--- src/rtl/logic_acc_stage.sv ---
// ============================================================================
// logic_acc_stage : result select, accumulator and flagged output FIFO for the
//                   8-bit bitwise logic unit.   Rev 1.0
// ============================================================================
`default_nettype none

module logic_acc_stage #(
  parameter int               WIDTH     = 8,
  parameter int               DEPTH     = 2,
  parameter logic [WIDTH-1:0] ACC_RESET = '0
) (
  input  logic                       clk,
  input  logic                       rst_n,
  input  logic                       in_valid,
  output logic                       in_ready,
  input  logic [1:0]                 in_op,
  input  logic [WIDTH-1:0]           in_xor_r,
  input  logic [WIDTH-1:0]           in_or_r,
  input  logic [WIDTH-1:0]           in_and_r,
  input  logic [WIDTH-1:0]           in_b,
  output logic [WIDTH-1:0]           acc_out,
  output logic                       out_valid,
  input  logic                       out_ready,
  output logic [WIDTH-1:0]           out_data,
  output logic                       out_zero,
  output logic                       out_parity,
  output logic [$clog2(DEPTH):0]     count
);

  localparam int AW = $clog2(DEPTH);
  localparam int CW = AW + 1;
  localparam int EW = WIDTH + 2;

  localparam logic [1:0] OP_XOR  = 2'b00;
  localparam logic [1:0] OP_OR   = 2'b01;
  localparam logic [1:0] OP_AND  = 2'b10;
  localparam logic [1:0] OP_LOAD = 2'b11;

  logic [WIDTH-1:0] acc_q;
  logic [AW-1:0]    wr_q, rd_q;
  logic [CW-1:0]    count_q, count_d;
  logic [EW-1:0]    mem_q [DEPTH];
  logic [EW-1:0]    head;
  logic [WIDTH-1:0] sel;
  logic             accept, pop;

  always_comb begin
    sel = in_b;
    case (in_op)
      OP_XOR:  sel = in_xor_r;
      OP_OR:   sel = in_or_r;
      OP_AND:  sel = in_and_r;
      OP_LOAD: sel = in_b;
      default: sel = in_b;
    endcase
  end

  // Full/empty come only from the occupancy count; pointers just wrap.
  assign in_ready  = (count_q < CW'(DEPTH));
  assign out_valid = (count_q != '0);
  assign accept    = in_valid & in_ready;
  assign pop       = out_valid & out_ready;

  always_comb begin
    count_d = count_q;
    case ({accept, pop})
      2'b10:   count_d = count_q + CW'(1);
      2'b01:   count_d = count_q - CW'(1);
      default: count_d = count_q;
    endcase
  end

  assign head       = mem_q[rd_q];
  assign out_data   = out_valid ? head[EW-1:2] : '0;
  assign out_zero   = out_valid ? head[1]      : 1'b0;
  assign out_parity = out_valid ? head[0]      : 1'b0;
  assign acc_out    = acc_q;
  assign count      = count_q;

  always_ff @(posedge clk or negedge rst_n) begin
    if (!rst_n) begin
      acc_q   <= ACC_RESET;
      wr_q    <= '0;
      rd_q    <= '0;
      count_q <= '0;
      for (int i = 0; i < DEPTH; i++) begin
        mem_q[i] <= '0;
      end
    end else begin
      if (accept) begin
        mem_q[wr_q] <= {sel, (sel == '0), ^sel};
        acc_q       <= sel;
        wr_q        <= wr_q + AW'(1);
      end
      if (pop) begin
        rd_q <= rd_q + AW'(1);
      end
      count_q <= count_d;
    end
  end

endmodule

`default_nettype wire

--- config.mk ---
export PLATFORM = sky130hd
export DESIGN_NAME = logic_acc_stage
export DESIGN_NICKNAME = d
export VERILOG_FILES = /design/src/rtl/logic_acc_stage.sv
export SDC_FILE = /design/constraint.sdc
export NUM_CORES = 1
export LEC_CHECK = 0
export BUFFER_PORTS_ARGS = -buffer_cell sky130_fd_sc_hd__buf_2
export CORE_MARGIN = 8
export CORE_UTILIZATION = 45
export DETAILED_ROUTE_END_ITERATION = 10
export PLACE_DENSITY = 0.76
export REMOVE_ABC_BUFFERS = 1
export SYNTH_ARGS = -nofsm -noshare
export SYNTH_HDL_FRONTEND = slang
export SYNTH_SLANG_ARGS = --single-unit
--- constraint.sdc ---
create_clock -name clk -period 1.4 [get_ports clk]
set_input_delay 0.28 -clock clk [delete_from_list [all_inputs] [get_ports clk]]
set_output_delay 0.28 -clock clk [all_outputs]
set_load 0.02 [all_outputs]
==> key figures <==
Worst setup path
  – Slowest CP cell: dfrtp_1
  – Cell Chain, Critical Path: buf_6 -> mux2i_2 -> nor2_1 -> buf_4
  – Number of buffer and inverter stages on the critical path: 2
  – Required time worst endpoint: 1120 ps
  – Crit Path Class: reg -> out
  – Worst path arrival time: 1250 ps
  – CP delay by family, top: flip-flops
  – CP Capture Type: primary output
  – Setup crit start kind: flip-flop
  – CP Max Fanout: 6
  – Crit path largest cell delay: 380 ps

Yosys
  – Mean Syn Cell Area: 12.4 µm²
  – Cell variety after synth: 21
  – Sequential fraction of the synthesis area: 46.3%
  – Mapped cell area: 1730 µm²
  – Register bit count reported by yosys: 32
  – Syn Inst Count: 139
  – YS warnings: 0

Flow run
  – Max Cap Viol: 0

Route
  – DRT antenna net count: 0
  – Wirelength per Cell: 18.6 µm
  – Initial DRC Count: between 40 and 50
  – WL final: 5070 µm
  – Via count: 1,384
  – Pre-antenna DRT Iters: 7
  – DRC errors left: 0
  – Vias per Instance: 5.07

Power and ir drop
  – Peak VDD IR: 1130 µV
  – Total power draw: 0.00602 W
  – Leak: roughly 1.3 nW
  – P per Cell Area: 2290 nW/µm²

Cells and area
  – Register Area: 802 µm²
  – # diodes: 0
  – Area grow syn2layout: 51.8%
  – Fill cell count: 244
  – # nets final: 267
  – Multi-input logic area: approximately 1000 µm²
  – Fraction of layout cells with a size suffix above 1: 65.3%
  – Fin cells: between 200 and 300

Timing
  – Worst-margin pin slew: 404 ps
  – Slew margin rel.: 73.0%
  – Final worst slack: -132 ps
  – Crit share post-route: 109%
  – Hold Vio Cnt, Final: 1
  – WHS: -0.488 ps
  – Setup TNS: -1430 ps
  – Clk_skew: roughly 12 ps
  – # setup viols final: 13
  – Tmin final: 1530 ps
  – Pins Over Slew Limit: 0
  – Fmax: around 0.65 GHz
  – RSZ-0062 raised after global routing: yes

Clock tree
  – Hold_buf cts: 0
  – CTS Sinks: 32
  – Root buffer cell: clkbuf_8
  – H-tree depth: 2
  – Num CTS Buffers: 5
  – CTS tree: built
  – Worst skew pair latency: 290 ps
  – Worst-path clk slew: ~70 ps
  – Clock Path Buffers: 2

Die
  – Die area: 6080 µm²
  – CORE AREA: 3690 µm²
  – Die Y-Extent: 78.0 µm
  – I/O pin count: 60
  – Row count: 22
  – Initial Util: 46.9%
  – Die span in x: 78.0 µm

Place
  – Pre-CTS setup slack: -655 ps
  – Buffers on Ports: 59
  – Inst Count DP: 255
  – Placer's final routability congestion estimate: 0.725
  – Hpwl dp: 3310 µm

GRT
  – Initial antenna violation count: 0
  – Total track usage: 17.5%
  – First-pass GRT wire length: between 8000 and 9000 µm
  – Pin count of the biggest net entering global routing: 33
  – Vias in the first global route: 1,649
  – GRT overflow: 0

Run status
  – Status: finished with violations
  – Failing checks: negative hold slack, negative setup slack

Worst hold path
  – Worst min-delay path class: in -> async
-- metrics by stage --
step	cell area (µm²)	util, %
floorplan	1680	-
global placement	2180	59.2
detailed placement	2180	59.2
CTS	2510	68.0
global route	2630	71.2
finish	2630	71.2
-- synth_stat cells --
cell / number / share of area (%)
a21oi_1: 1 / 0.29
buf_2: 2 / 0.58
buf_4: 1 / 0.43
buf_6: 1 / 0.65
clkbuf_1: 3 / 0.65
clkbuf_2: 1 / 0.29
dfrtp_1: 32 / 46
ha_1: 5 / 3.6
inv_1: 12 / 2.6
mux2_4: 16 / 14
mux2i_1: 11 / 6.4
mux4_2: 8 / 10
nand2_1: 10 / 2.2
nand3b_1: 1 / 0.43
nand4_1: 1 / 0.36
nor2_1: 13 / 2.8
nor2b_1: 2 / 0.72
nor3b_1: 1 / 0.43
o21ai_0: 10 / 2.9
xnor2_1: 6 / 3.0
xor2_1: 2 / 1.0
-- final cells by class --
class | count | share of cell area (%)
clock inverter | 1 | 1.14
tap | 48 | 2.29
timing repair buffer | 86 | 22.4
sequential | 32 | 30.6
clock buffer | 7 | 3.67
inverter | 12 | 1.72
multi-input combinational | 87 | 38.2
-- per-layer routing --
| metal | GRT usage [%] | part of all wire (%) | vias up | wire, µm |
|---|---|---|---|---|
| met5 | 0 | 0 | - | 0 |
| met4 | 9.07 | 2.5 | 0 | 126 |
| met3 | 5.76 | 6.4 | 9 | 323 |
| met2 | 27.7 | 48 | 64 | 2450 |
| met1 | 20.9 | 43 | 669 | 2170 |
| li1 | - | - | 642 | - |
-- cells in the final DEF, fill, tap and decap left out, types with 3 or more instances in the layout --
master	Yosys	final
buf_4	1	26
mux4_2	8	8
buf_6	1	10
mux2_4	16	16
mux2i_2	0	3
mux2i_1	11	8
buf_2	2	48
nand2_1	10	10
dfrtp_1	32	31
o21ai_0	10	9
nor2_1	13	10
ha_4	0	5
inv_2	0	10
clkbuf_8	0	7
-- worst paths after layout --
path,startpoint,endpoint,slack (ps),cells after the start
min reg2reg,mem_q[6],mem_q[6],480,2
max in group asynchronous,rst_n,count[1],1080,2
min in group clk,out_ready,rd_q,380,3
min,rst_n,acc_out[6],-0.5,2
max reg2reg,count[1],mem_q[15],10,4
max,rd_q,out_parity,-130,4
-- cell families after synthesis --
family / count (synthesis) / synth area share, %
muxes: 35 / 30.7
DFF: 32 / 46.3
and+or+nand+nor: 28 / 6.95
buffers and inverters: 20 / 5.21
AOI/OAI and AO/OA: 11 / 3.18
xor gates and xnor gates: 8 / 4.05
adders and majority gates: 5 / 3.62
-- sequential cells by signal, indices dropped and copies added (netlist names) --
signal / cells
wr_q: 1
mem_q: 20
count: 2
acc_out: 8
rd_q: 1
-- power by group --
group          total (W)  leakage [nW]  switching, W  internal [W]
Sequential       0.00170         0.386      0.000326       0.00137
Clock           0.000985        0.0645      0.000356      0.000628
Combinational    0.00334         0.842       0.00162       0.00172
Total            0.00602          1.29       0.00230       0.00372
-- what timing repair did --
| action | in CTS | in global routing |
|---|---|---|
| buffers inserted | 5 | 4 |
| pin swaps | 6 | 8 |
| resized for setup | 42 | 19 |
| endpoints found under the setup margin | 16 | 24 |
| cloned | 1 | 0 |
Power figures use the tool's default switching activity.
